--- src/rtl/hex_word_serializer_pkg.sv ---
// Shared types and constants for the hex word serializer and its nibble converter.
package hex_word_serializer_pkg;

  typedef enum logic [2:0] {
    IDLE,
    FETCH,
    SEND_HEX,
    SEND_CR,
    SEND_LF
  } state_e;

  localparam logic [7:0] CHAR_CR = 8'h0D;
  localparam logic [7:0] CHAR_LF = 8'h0A;

  // Uppercase ASCII for one hex digit: '0'..'9' from 0x30, 'A'..'F' from 0x37+10.
  function automatic logic [7:0] nibble_to_ascii(input logic [3:0] nib);
    return (nib < 4'd10) ? (8'h30 + {4'h0, nib}) : (8'h37 + {4'h0, nib});
  endfunction

endpackage

--- src/rtl/hex_word_serializer_conv.sv ---
// Registered nibble-to-ASCII converter: one cycle from nibble_i to ascii_o.
module nibble_hex_converter
  import hex_word_serializer_pkg::*;
(
  input  logic       clk,
  input  logic [3:0] nibble_i,
  output logic [7:0] ascii_o
);

  logic [7:0] ascii_q;

  // NOTE: pure datapath register, deliberately not reset; its value is only
  // consumed one cycle after a valid nibble has been presented.
  always_ff @(posedge clk) begin
    ascii_q <= nibble_to_ascii(nibble_i);
  end

  assign ascii_o = ascii_q;

endmodule

--- src/rtl/hex_word_serializer.sv ---
// Serializes one binary word into uppercase ASCII hex characters, MS nibble
// first, with an optional CR/LF trailer, over valid/ready handshakes.
module hex_word_serializer
  import hex_word_serializer_pkg::*;
#(
  parameter int DATA_BYTES     = 16,
  parameter bit APPEND_NEWLINE = 1'b1
) (
  input  logic                    clk,
  input  logic                    rst,
  input  logic [8*DATA_BYTES-1:0] in_data,
  input  logic                    in_valid,
  output logic                    in_ready,
  output logic [7:0]              out_char,
  output logic                    out_valid,
  input  logic                    out_ready,
  output logic                    busy
);

  localparam int W      = 8 * DATA_BYTES;
  localparam int NCHARS = 2 * DATA_BYTES;
  localparam int CW     = $clog2(NCHARS + 1);
  localparam logic [CW-1:0] LAST_CNT = CW'(NCHARS - 1);

  state_e          state_q, state_d;
  logic [W-1:0]    shift_q, shift_d;
  logic [CW-1:0]   cnt_q, cnt_d;
  logic [7:0]      conv_char;

  // The converter continuously samples the top nibble; it only changes on a
  // handshake, so a stalled SEND_HEX keeps presenting the same character.
  nibble_hex_converter u_conv (
    .clk      (clk),
    .nibble_i (shift_q[W-1 -: 4]),
    .ascii_o  (conv_char)
  );

  // NOTE: sequential state uses non-blocking assignments only, so every
  // register samples the pre-edge values of its peers.
  always_ff @(posedge clk or posedge rst) begin
    if (rst) begin
      state_q <= IDLE;
      shift_q <= '0;
      cnt_q   <= '0;
    end else begin
      state_q <= state_d;
      shift_q <= shift_d;
      cnt_q   <= cnt_d;
    end
  end

  // NOTE: every output of this block gets a default first so no path can
  // leave one unassigned and infer a latch.
  always_comb begin
    state_d   = state_q;
    shift_d   = shift_q;
    cnt_d     = cnt_q;
    out_valid = 1'b0;
    out_char  = 8'h00;
    in_ready  = 1'b0;
    unique case (state_q)
      IDLE: begin
        in_ready = !rst;
        if (in_valid && in_ready) begin
          shift_d = in_data;
          cnt_d   = '0;
          state_d = FETCH;
        end
      end
      FETCH: state_d = SEND_HEX;
      SEND_HEX: begin
        out_valid = 1'b1;
        out_char  = conv_char;
        if (out_ready) begin
          shift_d = shift_q << 4;
          if (cnt_q == LAST_CNT) begin
            cnt_d   = '0;
            state_d = APPEND_NEWLINE ? SEND_CR : IDLE;
          end else begin
            cnt_d   = cnt_q + CW'(1);
            state_d = FETCH;
          end
        end
      end
      SEND_CR: begin
        out_valid = 1'b1;
        out_char  = CHAR_CR;
        if (out_ready) state_d = SEND_LF;
      end
      SEND_LF: begin
        out_valid = 1'b1;
        out_char  = CHAR_LF;
        if (out_ready) state_d = IDLE;
      end
      default: state_d = IDLE;
    endcase
  end

  assign busy = (state_q != IDLE);

endmodule

--- config.mk ---
export PLATFORM = sky130hd
export DESIGN_NAME = hex_word_serializer
export DESIGN_NICKNAME = d
export VERILOG_FILES = /design/src/rtl/hex_word_serializer_pkg.sv /design/src/rtl/hex_word_serializer_conv.sv /design/src/rtl/hex_word_serializer.sv
export SDC_FILE = /design/constraint.sdc
export NUM_CORES = 1
export LEC_CHECK = 0
export ABC_AREA = 1
export ABC_CLOCK_PERIOD_IN_PS = 9900
export BUFFER_PORTS_ARGS = -buffer_cell sky130_fd_sc_hd__buf_2
export CAP_MARGIN = 20
export CORE_UTILIZATION = 34
export CTS_CLUSTER_DIAMETER = 150
export DETAILED_ROUTE_END_ITERATION = 8
export GPL_TIMING_DRIVEN = 0
export SLEW_MARGIN = 20
export SYNTH_ARGS = -nofsm -noshare
export SYNTH_HDL_FRONTEND = slang
export SYNTH_SLANG_ARGS = --single-unit
--- constraint.sdc ---
create_clock -name clk -period 9.9 [get_ports clk]
set_input_delay 1.485 -clock clk [delete_from_list [all_inputs] [get_ports clk]]
set_output_delay 1.485 -clock clk [all_outputs]
set_load 0.05 [all_outputs]
* Word-level counts from Yosys, hierarchy flattened
Index checks and enable logic that the tools add are counted.
Storage, ports and cells: flip-flop bits (word level) 145, bits of input ports 132, output and inout bits 11, logic and storage cells 42
Cells by class: $add $sub $neg 3, magnitude comparators 1, equality and inequality tests 9, muxes and demuxes 17, reductions and logical operators 8
Operators by type and width (number):
- $mux W128 | 2
- $pmux W128 S2 | 1
- $pmux W8 S3 | 1
- $mux W6 | 3
- $pmux W3 S5 | 1
- $add A6 B4 Y7 const A | 2
- $mux W3 | 4
- $pmux W6 S2 | 1
- $mux W8 | 1
- $ne A2 B2 Y1 const B | 4
- $add A6 B1 Y6 const B | 1
- $eq A3 B2 Y1 const B | 2
- $eq A6 B5 Y1 const B | 1
- $lt A4 B4 Y1 const B | 1
- $reduce_and A4 Y1 | 1
- $eq A3 B1 Y1 const B | 1
- $eq A3 B3 Y1 const B | 1
- $logic_not A3 Y1 | 1
- $reduce_and A3 Y1 | 1
- $reduce_bool A3 Y1 | 1
- $reduce_or A3 Y1 | 1
- $mux W1 | 2
- $mux W2 | 1
- $reduce_bool A2 Y1 | 1
- 2 further kinds | 2

* Depth between registers and ports, before layout
Gate-level depths: netlist of the first run.
depth in word-level cells 4, depth in mapped cells 8

* Cells and area by module
Synthesis of the first run repeated with hierarchy kept, for this count alone.
Second synthesis, totals: cell total of the unflattened synthesis 951, area, all modules 8087.8 sq um
Modules (own cells, without submodules):
- hex_word_serializer | instances 1, cells each 921, area an instance 7831.3 sq um, seq. area each 3428.3 sq um
- nibble_hex_converter | instances 1, cells each 30, area an instance 256.5 sq um, seq. area each 140.1 sq um

* Worst setup path after synthesis of the first run
Ideal clock, no wire load.
path type input -> register, from in rst, to reg cnt_q[2], arrival 5.198 ns, path slack 4.576 ns, stages 7, buffers on the path 1, cell sequence inv_1 > nand2_1 > a21oi_1 > nand2_1 > buf_2 > nand2_1 > o21ai_0
Between the ends: longest elaborated chain between the ends 4
Ends and longest elaborated chain:
- from (decl) | line hex_word_serializer.sv:10 | input logic rst,
- $logic_not A1 Y1 | line hex_word_serializer.sv:63 | in_ready = !rst;
- $logic_and A1 B1 Y1 | line hex_word_serializer.sv:64 | if (in_valid && in_ready) begin
- $ne A2 B2 Y1 (no line)
- $reduce_and A3 Y1 (no line)
- to (signal assigned) | line hex_word_serializer.sv:48 | cnt_q <= cnt_d;
- to (decl) | line hex_word_serializer.sv:27 | logic [CW-1:0] cnt_q, cnt_d;
No other way between the ends. A chain may end at the register's enable or synchronous reset.

* Final worst setup path of the first run
from reg state_q[0], to out out_char[4]
Between the ends: longest elaborated chain between the ends 2, elaborated cells between the ends (all ways) 4, those cells by class eq/ne (3); mux (1)
Ends and longest elaborated chain:
- from (decl) | line hex_word_serializer.sv:25 | state_e state_q, state_d;
- from (signal assigned) | line hex_word_serializer.sv:46 | state_q <= state_d;
- $eq A3 B3 Y1 / $eq A3 B2 Y1 (equally long branches) | line hex_word_serializer.sv:61 | unique case (state_q)
- $pmux W8 S3 * | line hex_word_serializer.sv:61
- to (decl) | line hex_word_serializer.sv:14 | output logic [7:0] out_char,
Every way passes the cells marked *; elsewhere a longest branch is shown, timed or not.

==> impl_summary.log, run 1 <==
INFO  metric outcome = completed
INFO  metric cts_tree = built
INFO  metric core_region_area = 20300 um^2
INFO  metric holdBufCountCts = 0
INFO  metric layout_common_cells = nand2_1, buf_2, o21ai_0
INFO  metric cp-start-kind = register
INFO  metric drt_first_pass_iters = 5
INFO  metric grt_overflow_total = 0
INFO  metric worst_r2r_path_depth = 8
INFO  metric post_route_hold_slack = between 0.4 and 0.5 ns
INFO  metric critical_path_origin = state_q[0]$_DFFE_PP0P_
INFO  metric route.detailed.vias_per_inst = 4.56
INFO  metric dr_total_vias = approximately 6400
INFO  metric worst_ir_drop_vdd = 266 uV
INFO  metric max-cap-violations = 0
INFO  metric yosys_warnings = 0
INFO  metric die_h = about 150 um
INFO  metric timing_worst_setup_path_type = register to primary output
INFO  metric gp_congestion = slightly below 0.8
INFO  metric synth.avg_cell_area = ~7.5 um^2
INFO  metric combinational_share_of_power = between 30% and 40%
INFO  metric placement.io_buffers = roughly 140
INFO  metric power.share.sequential = 34.9%
INFO  metric hold_removal_path_class = register to register
INFO  metric drv_slew = 0
INFO  metric setup_repair_after_global_routing_missed_its_margin = no
INFO  metric layout_worst_path_cycle_share = between 30% and 40%
INFO  metric timing.final.setup_violations = 0
INFO  metric route.antenna.remaining_nets = 0
INFO  metric final_common_cell = nand2_1
INFO  metric drive_above_1_share = around a fifth
INFO  metric synth_seq_area_share = about half
INFO  metric fin_skew = roughly 0.0098 ns
INFO  metric post_cts_resize_count = 0
INFO  metric syn_nets = 1080
INFO  metric clock_latency_late_sink = between 0.4 and 0.5 ns
INFO  metric sw_power = 1050 uW
INFO  metric cts.reportedPaths.clkPinSlew = 0.06 ns
INFO  metric worst_setup_path_end_kind = primary output
INFO  metric netSwitchingFraction = between 30% and 40%
INFO  metric dp_hpwl = 13.2 mm
INFO  metric floorplan.initialDensity = 34.8%
INFO  metric grt_first_pass_wirelength = ~30 mm
INFO  metric hp-start = shift_q[3]$_DFFE_PP0P_
INFO  metric post_synth_num_cell_types = 26
INFO  metric cts.path.max_buffers = 2
INFO  metric tritoncts.num_buffers = 17
INFO  metric cts_root_buf = clkbuf_16
INFO  metric clkPwrFrac = a little over a quarter
INFO  metric pwr_density_cell = between 300 and 400 nW/um^2
INFO  metric grt_pass1_vias = approximately 6400
INFO  metric syn_inst = about 950
INFO  metric min_period = between 3 and 4 ns
INFO  metric worst-slew-pin-transition = between 0.5 and 0.6 ns
INFO  metric totalNegativeSetupSlack = 0 ns
INFO  metric grt_start_max_net_pins = between 90 and 100
INFO  metric die_w = ~150 um
INFO  metric reg2reg_to = shift_q[86]$_DFFE_PP0P_
INFO  metric fp-row-count = 52
INFO  metric p_int = about 1600 uW
INFO  metric fmax = roughly 280 MHz
INFO  metric cts_max_level = 4
INFO  metric antenna_violations_before_repair = 1
INFO  metric wl = 18.7 mm
INFO  metric wl_per_cell = about 13 um
INFO  metric gr-usage-all-layers = 18.3%
INFO  metric timing.slew.headroom = 66.6%
INFO  metric cp.arrival = between 2 and 2.5 ns
INFO  metric path_max_fanout = 10
INFO  metric power.static_leakage = 0.00462 uW
INFO  metric cts.repair_timing.setup_buffer_count = 0
INFO  metric critPathRequiredTime = approximately 8.4 ns
INFO  metric numClockSinks = 144
INFO  metric io_pins = ~140
INFO  metric drc_errors = 0
INFO  metric num-nets-final = about 1200
INFO  metric endpoint = out_char[4]
INFO  metric r2r-start = state_q[0]$_DFFE_PP0P_
INFO  metric ys_seq_elements = approximately 140
INFO  metric report.final.hold_viol_count = 0
INFO  metric post_synth_instance_area = ~7100 um^2
INFO  metric drt_initial_violations = ~330
INFO  metric dieArea = about 21000 um^2
INFO  metric syn2layout_area_growth = 24.6%
INFO  metric ff2ff_setup_slack = between 8 and 9 ns
worst min path at each step:
stage / cells after the start / to / slack [ns]
after global placement: 2 / shift_q[1]$_DFFE_PP0P_ / 0.47
after global routing: 2 / shift_q[3]$_DFFE_PP0P_ / 0.50
after CTS: 2 / shift_q[3]$_DFFE_PP0P_ / 0.49
final: 2 / shift_q[3]$_DFFE_PP0P_ / 0.49
after detailed placement: 2 / shift_q[1]$_DFFE_PP0P_ / 0.48
after floorplan: 2 / shift_q[0]$_DFFE_PP0P_ / 0.45
cell usage after synthesis, drive strengths merged:
| cell | n | area, um^2 |
|---|---|---|
| a21oi | 1 | 5.00 |
| buf | 42 | 233 |
| clkbuf | 16 | 61.3 |
| conb | 1 | 3.75 |
| dfrtp | 137 | 3430 |
| dfxtp | 7 | 140 |
| ha | 2 | 25.0 |
| inv | 146 | 548 |
| nand2 | 304 | 1140 |
| nand3 | 13 | 70.1 |
| nand3b | 1 | 7.51 |
| nand4 | 2 | 12.5 |
| nor2 | 15 | 80.1 |
| nor3 | 1 | 5.00 |
| o21ai | 256 | 1280 |
| xor2 | 2 | 17.5 |
power by group through the flow:
| stage | clock network, uW | logic [uW] | registers [uW] |
|---|---|---|---|
| 6_report | 719 | 1040 | 940 |
| 5_1_grt | 759 | 1200 | 965 |
| 4_1_cts | 732 | 1050 | 940 |
| 3_5_place_dp | 0 | 1040 | 950 |
| 3_3_place_gp | 0 | 1020 | 944 |
| 2_1_floorplan | 0 | 765 | 931 |
routing by layer:
layer,track usage [%],vias to the layer above,routed length [um]
met4,6.09,0,298
li1,-,3272,-
met1,25.9,2900,9190
met3,3.56,16,890
met5,0,-,0
met2,28.1,166,8280
critical path, cell delays in order (launching register included):
cell and delay, ns:
dfrtp_1 0.44, nor2_4 0.20, nand2_2 0.17, buf_2 0.28
buf_2 0.24, nor2_1 0.10, buf_2 0.26
logic make-up after synthesis:
| family | count (synthesis) | share of synthesized area (%) |
|---|---|---|
| and+or+nand+nor | 336 | 18.7 |
| xor gates and xnor gates | 2 | 0.248 |
| other | 1 | 0.0531 |
| DFF | 144 | 50.5 |
| adders and majority gates | 2 | 0.354 |
| AOI/OAI and AO/OA | 257 | 18.3 |
| buffers and inverters | 204 | 11.9 |
layout make-up:
class,instances,area (um^2)
diodes,2,5.00
plain buffers,58,294
clock buffers,20,447
clock inverters,12,208
fillers,2130,11500
inverters,146,556
multi-input cells,598,2660
flip-flops and latches,144,3570
well taps,270,338
repair buffers,142,733
through the flow:
| step | power [uW] | setup WS, ns | std cells | utilization [%] | area (um^2) |
|---|---|---|---|---|---|
| global placement | 1970 | 2.87 | 1357 | 39.9 | 8110 |
| global route | 2930 | 6.13 | 1390 | 43.3 | 8800 |
| floorplan | 1700 | 4.58 | 946 | - | 7070 |
| finish | 2690 | 6.29 | 1392 | 43.4 | 8800 |
| detailed placement | 1990 | 6.42 | 1358 | 40.1 | 8140 |
| CTS | 2720 | 6.26 | 1390 | 43.3 | 8800 |
registers in the layout, indices dropped and copies added, names as in the netlist:
register        count
u_conv.ascii_o      7
cnt_q               6
shift_q           128
state_q             3
Power figures use the tool's default switching activity.
==> run 2: changes to the inputs <==
- ABC_CLOCK_PERIOD_IN_PS: 9900 -> 3200
- clock period: 9.9 -> 3.2 ns (I/O delays scaled with it)
==> run 2 against run 1 <==
  * Wire length shrank 0.32%
  * Sequential power grew to 3.1 times the previous value
  * Sequential share of layout area shrank 0.13 points
  * First-iteration DRC count grew 14%
  * Critical path depth is the same
  * Non-clock buffer count grew 4
  * Die area is the same
  * Via count shrank 0.46%
  * Utilization grew 0.14 points
  * Largest cell class unchanged
==> impl_summary.log, run 2 (synthesis gave the netlist of run 1 again) <==
INFO  metric outcome = completed
INFO  metric critPathRequiredTime = about 2.7 ns
INFO  metric cts.reportedPaths.clkPinSlew = ~0.06 ns
INFO  metric critPathSlowestCell = dfrtp_1
INFO  metric dieArea = 21400 um^2
INFO  metric drt_initial_violations = ~370
INFO  metric floorplan.initialDensity = about a third
INFO  metric post-place-cells = approximately 1400
INFO  metric timing.final.setup_violations = 0
INFO  metric min_period = ~2.6 ns
INFO  metric dp_hpwl = around 13 mm
INFO  metric placement.io_buffers = roughly 140
INFO  metric combinational_share_of_power = ~39%
INFO  metric grt_start_max_net_pins = 31
INFO  metric dpl_cell_area = ~8000 um^2
INFO  metric final_design_area_no_fill = ~8800 um^2
INFO  metric die_h = 146 um
INFO  metric max-cap-violations = 0
INFO  metric post_cts_resize_count = 0
INFO  metric drc_errors = 0
INFO  metric cts.repair_timing.setup_buffer_count = 0
INFO  metric filler_cell_count = 2159
INFO  metric netSwitchingFraction = approximately 39%
INFO  metric holdBufCountCts = 0
INFO  metric path_max_fanout = 10
INFO  metric io_pins = 143
INFO  metric pwr_density_cell = around 930 nW/um^2
INFO  metric grt_overflow_total = 0
INFO  metric final_common_cell = nand2_1
INFO  metric route.detailed.vias_per_inst = roughly 4.5
INFO  metric gp_congestion = 0.801
INFO  metric max_ffs_per_register = between 100 and 150
INFO  metric cp-start-kind = register
INFO  metric worst_setup_path_end_kind = primary output
INFO  metric cts_max_level = 4
INFO  metric num-nets-final = roughly 1200
INFO  metric power.static_leakage = between 0.004 and 0.005 uW
INFO  metric clkPwrFrac = between 20 and 30%
INFO  metric critical_path_depth = 6
INFO  metric worst_ir_drop_vdd = around 550 uV
INFO  metric wl = roughly 19 mm
INFO  metric report.final.hold_viol_count = 0
INFO  metric critical_path_buf_inv_count = 3
INFO  metric grt_pass1_vias = 6382
INFO  metric sw_power = about 3200 uW
INFO  metric critical_path.most_common_cell = buf_2
INFO  metric layout_common_cells = nand2_1, buf_2, o21ai_0
INFO  metric clock_latency_late_sink = 0.42 ns
INFO  metric timing_worst_setup_path_type = register to primary output
INFO  metric power.share.sequential = about 36%
INFO  metric layout_worst_path_cycle_share = between 80 and 90%
INFO  metric max_stage_delay = roughly 0.44 ns
INFO  metric worst-slew-pin-transition = between 0.4 and 0.5 ns
INFO  metric grt_first_pass_wirelength = between 30 and 40 mm
INFO  metric setup_repair_after_global_routing_missed_its_margin = no
INFO  metric wl_per_cell = 13.3 um
INFO  metric timing.slew.headroom = between 60% and 70%
INFO  metric core_region_area = 20300 um^2
INFO  metric hold_removal_path_class = primary input to asynchronous set/reset pin
INFO  metric numClockSinks = around 140
INFO  metric gr-usage-all-layers = a little under a fifth
INFO  metric crit_chain = nor2_4, nand2_2, buf_2, buf_2, nor2_1, buf_2
INFO  metric dr_total_vias = around 6300
INFO  metric finalCoreUtilization = 43.5%
INFO  metric drive_above_1_share = 20.1%
INFO  metric totalNegativeSetupSlack = 0 ns
INFO  metric cp.arrival = 2.16 ns
INFO  metric final-instance-count-excl-fill = roughly 1400
INFO  metric p_int = 4970 uW
INFO  metric drt_first_pass_iters = 5
INFO  metric syn2layout_area_growth = 25.0%
INFO  metric drv_slew = 0
INFO  metric fin_skew = about 0.013 ns
INFO  metric largest-register = shift_q
INFO  metric cts.path.max_buffers = 2
INFO  metric worst_path_dominant_cell_family = buffers and inverters
INFO  metric tritoncts.num_buffers = 17
INFO  metric worst_r2r_path_depth = 8
INFO  metric route.antenna.remaining_nets = 0
INFO  metric post_route_hold_slack = ~0.011 ns
INFO  metric antenna_violations_before_repair = 1
INFO  metric cts_tree = built
INFO  metric cts_root_buf = clkbuf_16
INFO  metric die_w = between 100 and 150 um
INFO  metric fp-row-count = 52
INFO  metric fmax = around 380 MHz
## run 2: final cells by class
cell class	instances	area [um^2]	share of cell area (%)
flip-flops and latches	144	3570	40.4
multi-input cells	598	2660	30.1
repair buffers	146	813	9.21
inverters	146	552	6.25
clock buffers	21	470	5.33
well taps	270	338	3.83
plain buffers	58	297	3.36
clock inverters	10	135	1.53
diodes	1	2.50	0.0283
## run 2: worst paths after layout
kind,slack [ns],startpoint,end
min in group clk,0.30,in_data[0],shift_q[0]$_DFFE_PP0P_
worst max register to register,1.27,state_q[0]$_DFFE_PP0P_,shift_q[86]$_DFFE_PP0P_
worst min register to register,0.49,shift_q[3]$_DFFE_PP0P_,shift_q[3]$_DFFE_PP0P_
worst min-delay path,0.01,rst,shift_q[81]$_DFFE_PP0P_
worst max-delay path,0.56,state_q[0]$_DFFE_PP0P_,out_char[6]
max in group asynchronous,2.29,rst,shift_q[34]$_DFFE_PP0P_
## run 2: power groups by stage
stage	sequential (uW)	clock, uW	combinational [uW]
6_report	2910	2050	3210
5_1_grt	3000	2170	3750
4_1_cts	2910	2100	3260
3_5_place_dp	2940	0	3230
3_3_place_gp	2920	0	3180
2_1_floorplan	2880	0	2370
## run 2: through the flow
stage	setup WS, ns	power (uW)
after floorplan	-0.0222	5250
after global placement	-1.36	6100
after detailed placement	1.00	6170
after CTS	0.534	8270
after global routing	0.422	8920
final	0.560	8180
## run 2: layer usage
metal  routed length, um  track usage, %  vias up
met5                  13               0        -
met1                9170            25.6     2876
met4                 269            5.57        2
li1                    -               -     3264
met2                8180            28.7      163
met3                 958            4.38       20
